===== config.mk =====
export PLATFORM = sky130hd
export DESIGN_NAME = vga_frame_rd_sync
export DESIGN_NICKNAME = d
export VERILOG_FILES = /design/src/rtl/vga_frame_rd_sync.sv
export SDC_FILE = /design/constraint.sdc
export NUM_CORES = 1
export LEC_CHECK = 0
export CAP_MARGIN = 20
export CORE_UTILIZATION = 45
export DETAILED_ROUTE_END_ITERATION = 8
export HOLD_SLACK_MARGIN = 0.05
export PLACE_DENSITY = 0.81
export SETUP_SLACK_MARGIN = 0.15
export SKIP_LAST_GASP = 1
export SYNTH_ARGS = -nofsm -noshare
export SYNTH_HDL_FRONTEND = slang
export SYNTH_SLANG_ARGS = --single-unit

===== constraint.sdc =====
create_clock -name sys_clk -period 1.9 [get_ports sys_clk]
set_input_delay 0.38 -clock sys_clk [delete_from_list [all_inputs] [get_ports sys_clk]]
set_output_delay 0.38 -clock sys_clk [all_outputs]
set_load 0.005 [all_outputs]

===== src/rtl/vga_frame_rd_sync.sv =====
// Video scan timing generator with tear-free frame-buffer switching and
// SDRAM read-FIFO control (read enable, buffer address window, FIFO flush).
module vga_frame_rd_sync #(
  parameter int H_SYNC      = 136,
  parameter int H_BACK      = 160,
  parameter int H_DISP      = 1024,
  parameter int H_FRONT     = 24,
  parameter int H_TOTAL     = 1344,
  parameter int V_SYNC      = 6,
  parameter int V_BACK      = 29,
  parameter int V_DISP      = 768,
  parameter int V_FRONT     = 3,
  parameter int V_TOTAL     = 806,
  parameter int CNT_W       = 12,
  parameter int SYNC_POL    = 1,
  parameter int RD_LEAD     = 1,
  parameter int NUM_BUF     = 4,
  parameter int BUF_W       = 2,
  parameter int ADDR_W      = 23,
  parameter int BUF_STRIDE  = 1048576,
  parameter int FRAME_WORDS = 786432,
  parameter int RST_LEN     = 4
) (
  input  logic              sys_clk,
  input  logic              sys_rst_n,
  input  logic [BUF_W-1:0]  buf_sel,
  input  logic              buf_sel_vld,
  output logic [CNT_W-1:0]  hcnt,
  output logic [CNT_W-1:0]  vcnt,
  output logic              hsync,
  output logic              vsync,
  output logic              de,
  output logic              rd_en,
  output logic              sdram_rst_n,
  output logic [ADDR_W-1:0] rd_b_addr,
  output logic [ADDR_W-1:0] rd_e_addr,
  output logic [BUF_W-1:0]  active_buf,
  output logic              frame_start,
  output logic              sel_err
);

  typedef enum logic [1:0] {IDLE, RUN, FLUSH} state_t;

  localparam int FL_W = (RST_LEN > 1) ? $clog2(RST_LEN) : 1;

  localparam logic [CNT_W-1:0] H_LAST = CNT_W'(H_TOTAL - 1);
  localparam logic [CNT_W-1:0] V_LAST = CNT_W'(V_TOTAL - 1);
  localparam logic [CNT_W-1:0] H_SYN  = CNT_W'(H_SYNC);
  localparam logic [CNT_W-1:0] V_SYN  = CNT_W'(V_SYNC);
  localparam logic [CNT_W-1:0] H_DE_B = CNT_W'(H_SYNC + H_BACK);
  localparam logic [CNT_W-1:0] H_DE_E = CNT_W'(H_SYNC + H_BACK + H_DISP);
  localparam logic [CNT_W-1:0] H_RD_B = CNT_W'(H_SYNC + H_BACK - RD_LEAD);
  localparam logic [CNT_W-1:0] H_RD_E = CNT_W'(H_SYNC + H_BACK + H_DISP - RD_LEAD);
  localparam logic [CNT_W-1:0] V_DE_B = CNT_W'(V_SYNC + V_BACK);
  localparam logic [CNT_W-1:0] V_DE_E = CNT_W'(V_SYNC + V_BACK + V_DISP);
  localparam logic             POL    = (SYNC_POL != 0);

  localparam logic [BUF_W:0]   NUM_BUF_C = (BUF_W+1)'(NUM_BUF);
  localparam logic [ADDR_W:0]  STRIDE_C  = (ADDR_W+1)'(BUF_STRIDE);
  localparam logic [ADDR_W:0]  FWORDS_C  = (ADDR_W+1)'(FRAME_WORDS);
  localparam logic [FL_W-1:0]  FL_LAST   = FL_W'(RST_LEN - 1);

  if (H_TOTAL != H_SYNC + H_BACK + H_DISP + H_FRONT) begin : g_h_chk
    $error("H_TOTAL does not match the sum of the horizontal intervals");
  end
  if (V_TOTAL != V_SYNC + V_BACK + V_DISP + V_FRONT) begin : g_v_chk
    $error("V_TOTAL does not match the sum of the vertical intervals");
  end

  state_t            state, state_nxt;
  logic              fb;
  logic              sel_ok;
  logic              req_ok;
  logic [BUF_W-1:0]  pending;
  logic [BUF_W-1:0]  eff_sel;
  logic              load_buf;
  logic [FL_W-1:0]   flush_cnt;
  logic [ADDR_W:0]   b_nxt;
  logic [ADDR_W:0]   e_nxt;
  logic              v_win;
  logic              unused_msb;

  // Scan counters
  always_ff @(posedge sys_clk or negedge sys_rst_n) begin
    if (!sys_rst_n) begin
      hcnt <= '0;
      vcnt <= '0;
    end else if (hcnt == H_LAST) begin
      hcnt <= '0;
      vcnt <= (vcnt == V_LAST) ? '0 : vcnt + CNT_W'(1);
    end else begin
      hcnt <= hcnt + CNT_W'(1);
    end
  end

  // A request landing in the boundary cycle bypasses the pending register.
  always_comb begin
    fb      = (hcnt == H_LAST) && (vcnt == V_LAST);
    sel_ok  = {1'b0, buf_sel} < NUM_BUF_C;
    req_ok  = buf_sel_vld && sel_ok;
    eff_sel = req_ok ? buf_sel : pending;
    b_nxt   = (ADDR_W+1)'(eff_sel) * STRIDE_C;
    e_nxt   = b_nxt + FWORDS_C;
    unused_msb = b_nxt[ADDR_W] ^ e_nxt[ADDR_W];
  end

  always_ff @(posedge sys_clk or negedge sys_rst_n) begin
    if (!sys_rst_n) begin
      pending <= '0;
      sel_err <= 1'b0;
    end else begin
      if (req_ok) pending <= buf_sel;
      sel_err <= buf_sel_vld && !sel_ok;
    end
  end

  always_ff @(posedge sys_clk or negedge sys_rst_n) begin
    if (!sys_rst_n) state <= IDLE;
    else            state <= state_nxt;
  end

  always_comb begin
    state_nxt = state;
    load_buf  = 1'b0;
    case (state)
      IDLE: begin
        if (fb) begin
          load_buf  = 1'b1;
          state_nxt = RUN;
        end
      end
      RUN: begin
        if (fb && (eff_sel != active_buf)) begin
          load_buf  = 1'b1;
          state_nxt = FLUSH;
        end
      end
      FLUSH: begin
        if (flush_cnt == FL_LAST) state_nxt = RUN;
      end
      default: state_nxt = IDLE;
    endcase
  end

  // Counter sits at zero outside FLUSH, so each flush starts from zero.
  always_ff @(posedge sys_clk or negedge sys_rst_n) begin
    if (!sys_rst_n)          flush_cnt <= '0;
    else if (state != FLUSH) flush_cnt <= '0;
    else                     flush_cnt <= flush_cnt + FL_W'(1);
  end

  always_ff @(posedge sys_clk or negedge sys_rst_n) begin
    if (!sys_rst_n) begin
      active_buf <= '0;
      rd_b_addr  <= '0;
      rd_e_addr  <= FWORDS_C[ADDR_W-1:0];
    end else if (load_buf) begin
      active_buf <= eff_sel;
      rd_b_addr  <= b_nxt[ADDR_W-1:0];
      rd_e_addr  <= e_nxt[ADDR_W-1:0];
    end
  end

  always_comb begin
    v_win       = (vcnt >= V_DE_B) && (vcnt < V_DE_E);
    hsync       = (hcnt < H_SYN) ? POL : ~POL;
    vsync       = (vcnt < V_SYN) ? POL : ~POL;
    de          = v_win && (hcnt >= H_DE_B) && (hcnt < H_DE_E);
    rd_en       = v_win && (hcnt >= H_RD_B) && (hcnt < H_RD_E) && (state == RUN);
    sdram_rst_n = (state == RUN);
    frame_start = (hcnt == '0) && (vcnt == '0);
  end

endmodule


==> results.md <==
Outcome:
- The flow ran to the end, but the final reports show violations.
- The checks that failed: negative setup slack.

Routing:
- Dividing the detail-routed via count by the number of cells gives 5.178.
- Summing over every cut layer, the via total after detailed routing is 2,154.
- Dividing the detail-routed wire length by the instance count gives 15.41 µm.
- Summed over all layers, the routed wires come to 6.412 mm.
- The final routed DRC violation total is 0.
- The pre-antenna-repair detailed-routing pass consisted of 4 iterations.
- The number of nets still failing antenna checks after routing is 0.
- The first routing iteration left 157 violations.

Critical path:
- The arrival time of the worst setup path is 1940 ps.
- Counting cells, the worst reg-to-reg path comes to 7.
- The launch point of the critical path is hcnt[5]$_DFF_PN0_.
- The worst setup path is launched from a register.
- The start of the worst register-to-register path is vcnt[3]$_DFFE_PN0N_.
- In this run the worst path has a maximum fanout of 3.
- The type of destination of the critical path is an output pin.
- STA puts the critical path data required time at 1520 ps.
- The type of the worst setup path is register to output pin.

Timing:
- The worst-case hold slack is 435.5 ps.
- The final count of pins violating max slew came to 0.
- The highest achievable clock rate is 431.1 MHz.
- Setup repair after global routing could not meet its margin everywhere.
- The final critical-path required period is 2320 ps.
- The final setup skew is 7.739 ps.
- Once routing completed, OpenROAD measured the worst setup slack at -419.6 ps.
- Setup violations remaining at the end of the flow were counted as 10.
- The number of hold violations in the final report is 0.
- The portion of the clock cycle consumed by the worst path in the final layout is 122.1%.

Logic synthesis:
- The average instance in the mapped netlist occupies 9.400 µm².
- The share of the yosys chip area belonging to registers is 35.79%.
- The cell type with the largest total area after synthesis is dfrtp_1.
- The area fraction of the dominant cell type after synthesis is 35.79%.
- By area the synthesized netlist is led by dfrtp_1 36%, buf_4 17%, ha_1 3.4%.
- Counting every instance in the synthesized netlist gives 238.
- In this run, synthesis inferred 0 flip-flops with an integrated enable.
- The distinct cell type count after synthesis is 52.
- The predominant post-synthesis flop cell is dfrtp_1.
- The number of synthesis warnings is 0.
- In the synthesized netlist the async set-or-reset flop fraction comes to 100.0%.
- The mapped cell area is 2237 µm².
- The synthesized design contains 32 register bits.

GRT:
- The number of antenna violations at the first check in global routing was 0.
- The number of global-route vias before repair is 1,895.
- The total global routing track utilization is 22.12%.
- The maximum number of pins on one net before global-route repair is 33.
- The global-route wire length before repair is 8.832 mm.
- The global route total overflow is 0.

Flow run:
- Across the run, the number of max-cap violations was 0.

Floorplanning:
- The overall die height is 72.51 µm.
- From left edge to right edge, the die measures 72.51 µm.
- The number of top-level design ports is 84.
- The total number of placement rows is 25.
- The core area is 4755 µm².
- For this configuration, the core starts out at a cell density of 47.05%.
- The floorplan step defined a die boundary enclosing 5258 µm².

Hold path:
- Counting instances, the worst hold path has a depth of 1.
- The path class of the lowest-slack min-delay path is register to register.
- In this run the most critical hold path is launched from flush_cnt[0]$_DFF_PN0_.

Cells and area:
- The count of inserted antenna diode cells is 0.
- The number of nets in the layout is 359.
- In the final layout, the share of cells above drive strength 1 is 37.54%.
- For this run, the share of the core covered by cells in the final layout is 71.00%.
- The relative area change from synthesis to final layout is 50.89%.
- The count of filler cells inserted in the layout is 356.
- The post-layout instance count excluding filler cells is 416.

Power and ir drop:
- In this run switching power makes up 24.01% of total power.
- Combinational cells account for 4.2% of the total power.
- In this run the power density over the cells is 385.2 nW/µm².
- Of the total power, the clock network draws 43.0%.
- The total chip power is 1.300 mW.
- The analysis attributes to net switching a power of 312.2 µW.
- The internal portion of the total power is 988.2 µW.
- For this design the static power due to leakage is 1.704 nW.
- The relative contribution of sequential cells to total power is 52.7%.
- The worst-case IR drop observed on VDD is 0.0002488 V.

CTS:
- The H-tree was split into 2 levels.
- Clock-pin slew was measured on the worst setup and hold paths at 70 ps.
- Counting along the longest clock path gives a buffer depth of 2.
- The CTS buffer count is 5.
- The CTS tree is built.
- The number of clock sinks is 32.
- The cell at the root of the clock tree is clkbuf_8.
- The clock reaches the later pin of the worst-skew pair after 300 ps.

Placement:
- The global placement routability congestion is 0.8899.
- The count of buffers added on input and output ports is 40.
- Detailed placement ended at an HPWL of 3.833 mm.
- In this run, placement finished with an instance count of 377.
## state kept, by name, summed over array words and instances (netlist names)
signal     count
vcnt          12
state          2
flush_cnt      2
hcnt          12
pending        2
rd_e_addr      2
## critical path, stage by stage (launching register included)
cell and delay, ps:
dfrtp_1 390, buf_4 150, a211o_1 250, a21oi_1 240, o2111ai_2 160, buf_4 170, a21oi_2 130, clkbuf_2 140
## cell families after synthesis
group	after synthesis	share of synthesized area (%)
AO/OA/AOI/OAI	36	11.19
XOR/XNOR	14	5.481
adder cells (fa/ha/maj)	6	3.356
buffers and inverters	68	20.53
flip-flops	32	35.79
multiplexers	5	2.461
other	2	0.3357
AND/OR/NAND/NOR	75	20.86
## cell usage in the layout (no fill, tap or decap), types with 4 or more instances in the layout
cell type	n
dlymetal6s2s_1	8
buf_2	4
nand3_1	10
nor2_1	14
a21oi_1	4
a21oi_2	5
xor2_1	8
nor3_1	4
nand2_1	9
buf_4	61
clkdlybuf4s50_1	26
dfrtp_1	30
nand4_1	5
buf_6	14
clkbuf_8	6
o21ai_0	5
inv_1	12
ha_1	4
xnor2_1	6
conb_1	43
## cells in the mapped netlist (2+ instances only)
cell type	count
nor3_2	4
a22o_1	3
buf_4	52
o2111ai_1	2
or4_1	2
nor3_1	4
xnor2_1	6
nand3_1	11
o21ai_1	2
nand2_1	9
a21oi_1	9
inv_1	12
nor4_2	2
mux2_2	2
a311oi_1	2
a21o_1	3
o21ai_0	7
and4_1	4
mux2_1	2
nor2_1	17
nand4_1	5
xor2_1	8
clkbuf_1	2
dfrtp_1	32
ha_1	6
and3_1	2
nand3b_1	2
conb_1	2
## routing by layer
metal / vias up / GRT usage [%] / routed length [µm]
met5: - / 0 / 0
li1: 963 / - / -
met4: 0 / 7.190 / 195
met1: 1047 / 27.03 / 2407
met3: 23 / 5.556 / 404
met2: 121 / 38.11 / 3405
## final timing paths
path	slack, ps	endpoint
setup / recovery	-420	de
hold / removal	440	flush_cnt[0]$_DFF_PN0_
setup reg to reg	-170	rd_e_addr[21]$_DFFE_PN0P_
hold reg to reg	440	flush_cnt[0]$_DFF_PN0_
max in group asynchronous	1090	vcnt[10]$_DFFE_PN0N_
min in group asynchronous	490	vcnt[11]$_DFFE_PN0N_
## per-stage QoR
stage	setup TNS, ps	worst slack [ps]	area, µm²
final	-1995	-419.6	3376
after global routing	-2703	-468.5	3376
after CTS	-1326	-402.7	3060
after detailed placement	-1549	-418.5	2850
after global placement	-1522	-400.7	2850
after floorplan	0	85.64	2419
## area by class of cell
cell class                      count  area, µm²  area share [%]
Timing Repair Buffer              118       1052           31.17
Multi-Input combinational cell    179       1299           38.47
Clock buffer                        6      82.58           2.446
Inverter                           12      45.04           1.334
Sequential cell                    32      803.3           23.80
Clock inverter                      2      10.01          0.2965
Tap cell                           67      83.83           2.483
## power by group through the flow
stage | clock network, mW | logic (mW) | registers [mW]
2_1_floorplan | 0 | 0.0919 | 0.699
3_3_place_gp | 0 | 0.0520 | 0.699
3_5_place_dp | 0 | 0.0529 | 0.699
4_1_cts | 0.565 | 0.0532 | 0.686
5_1_grt | 0.594 | 0.0663 | 0.686
6_report | 0.559 | 0.0551 | 0.686
## timing repair
| action | 4_1_cts | 5_1_grt |
|---|---|---|
| setup buffers | 9 | 22 |
| hold buffers | 0 | 0 |
| gates resized for setup | 30 | 48 |
| setup endpoints to repair | 16 | 28 |
| pin swaps | 9 | 16 |
No activity file was read; power rests on OpenSTA's default activity.
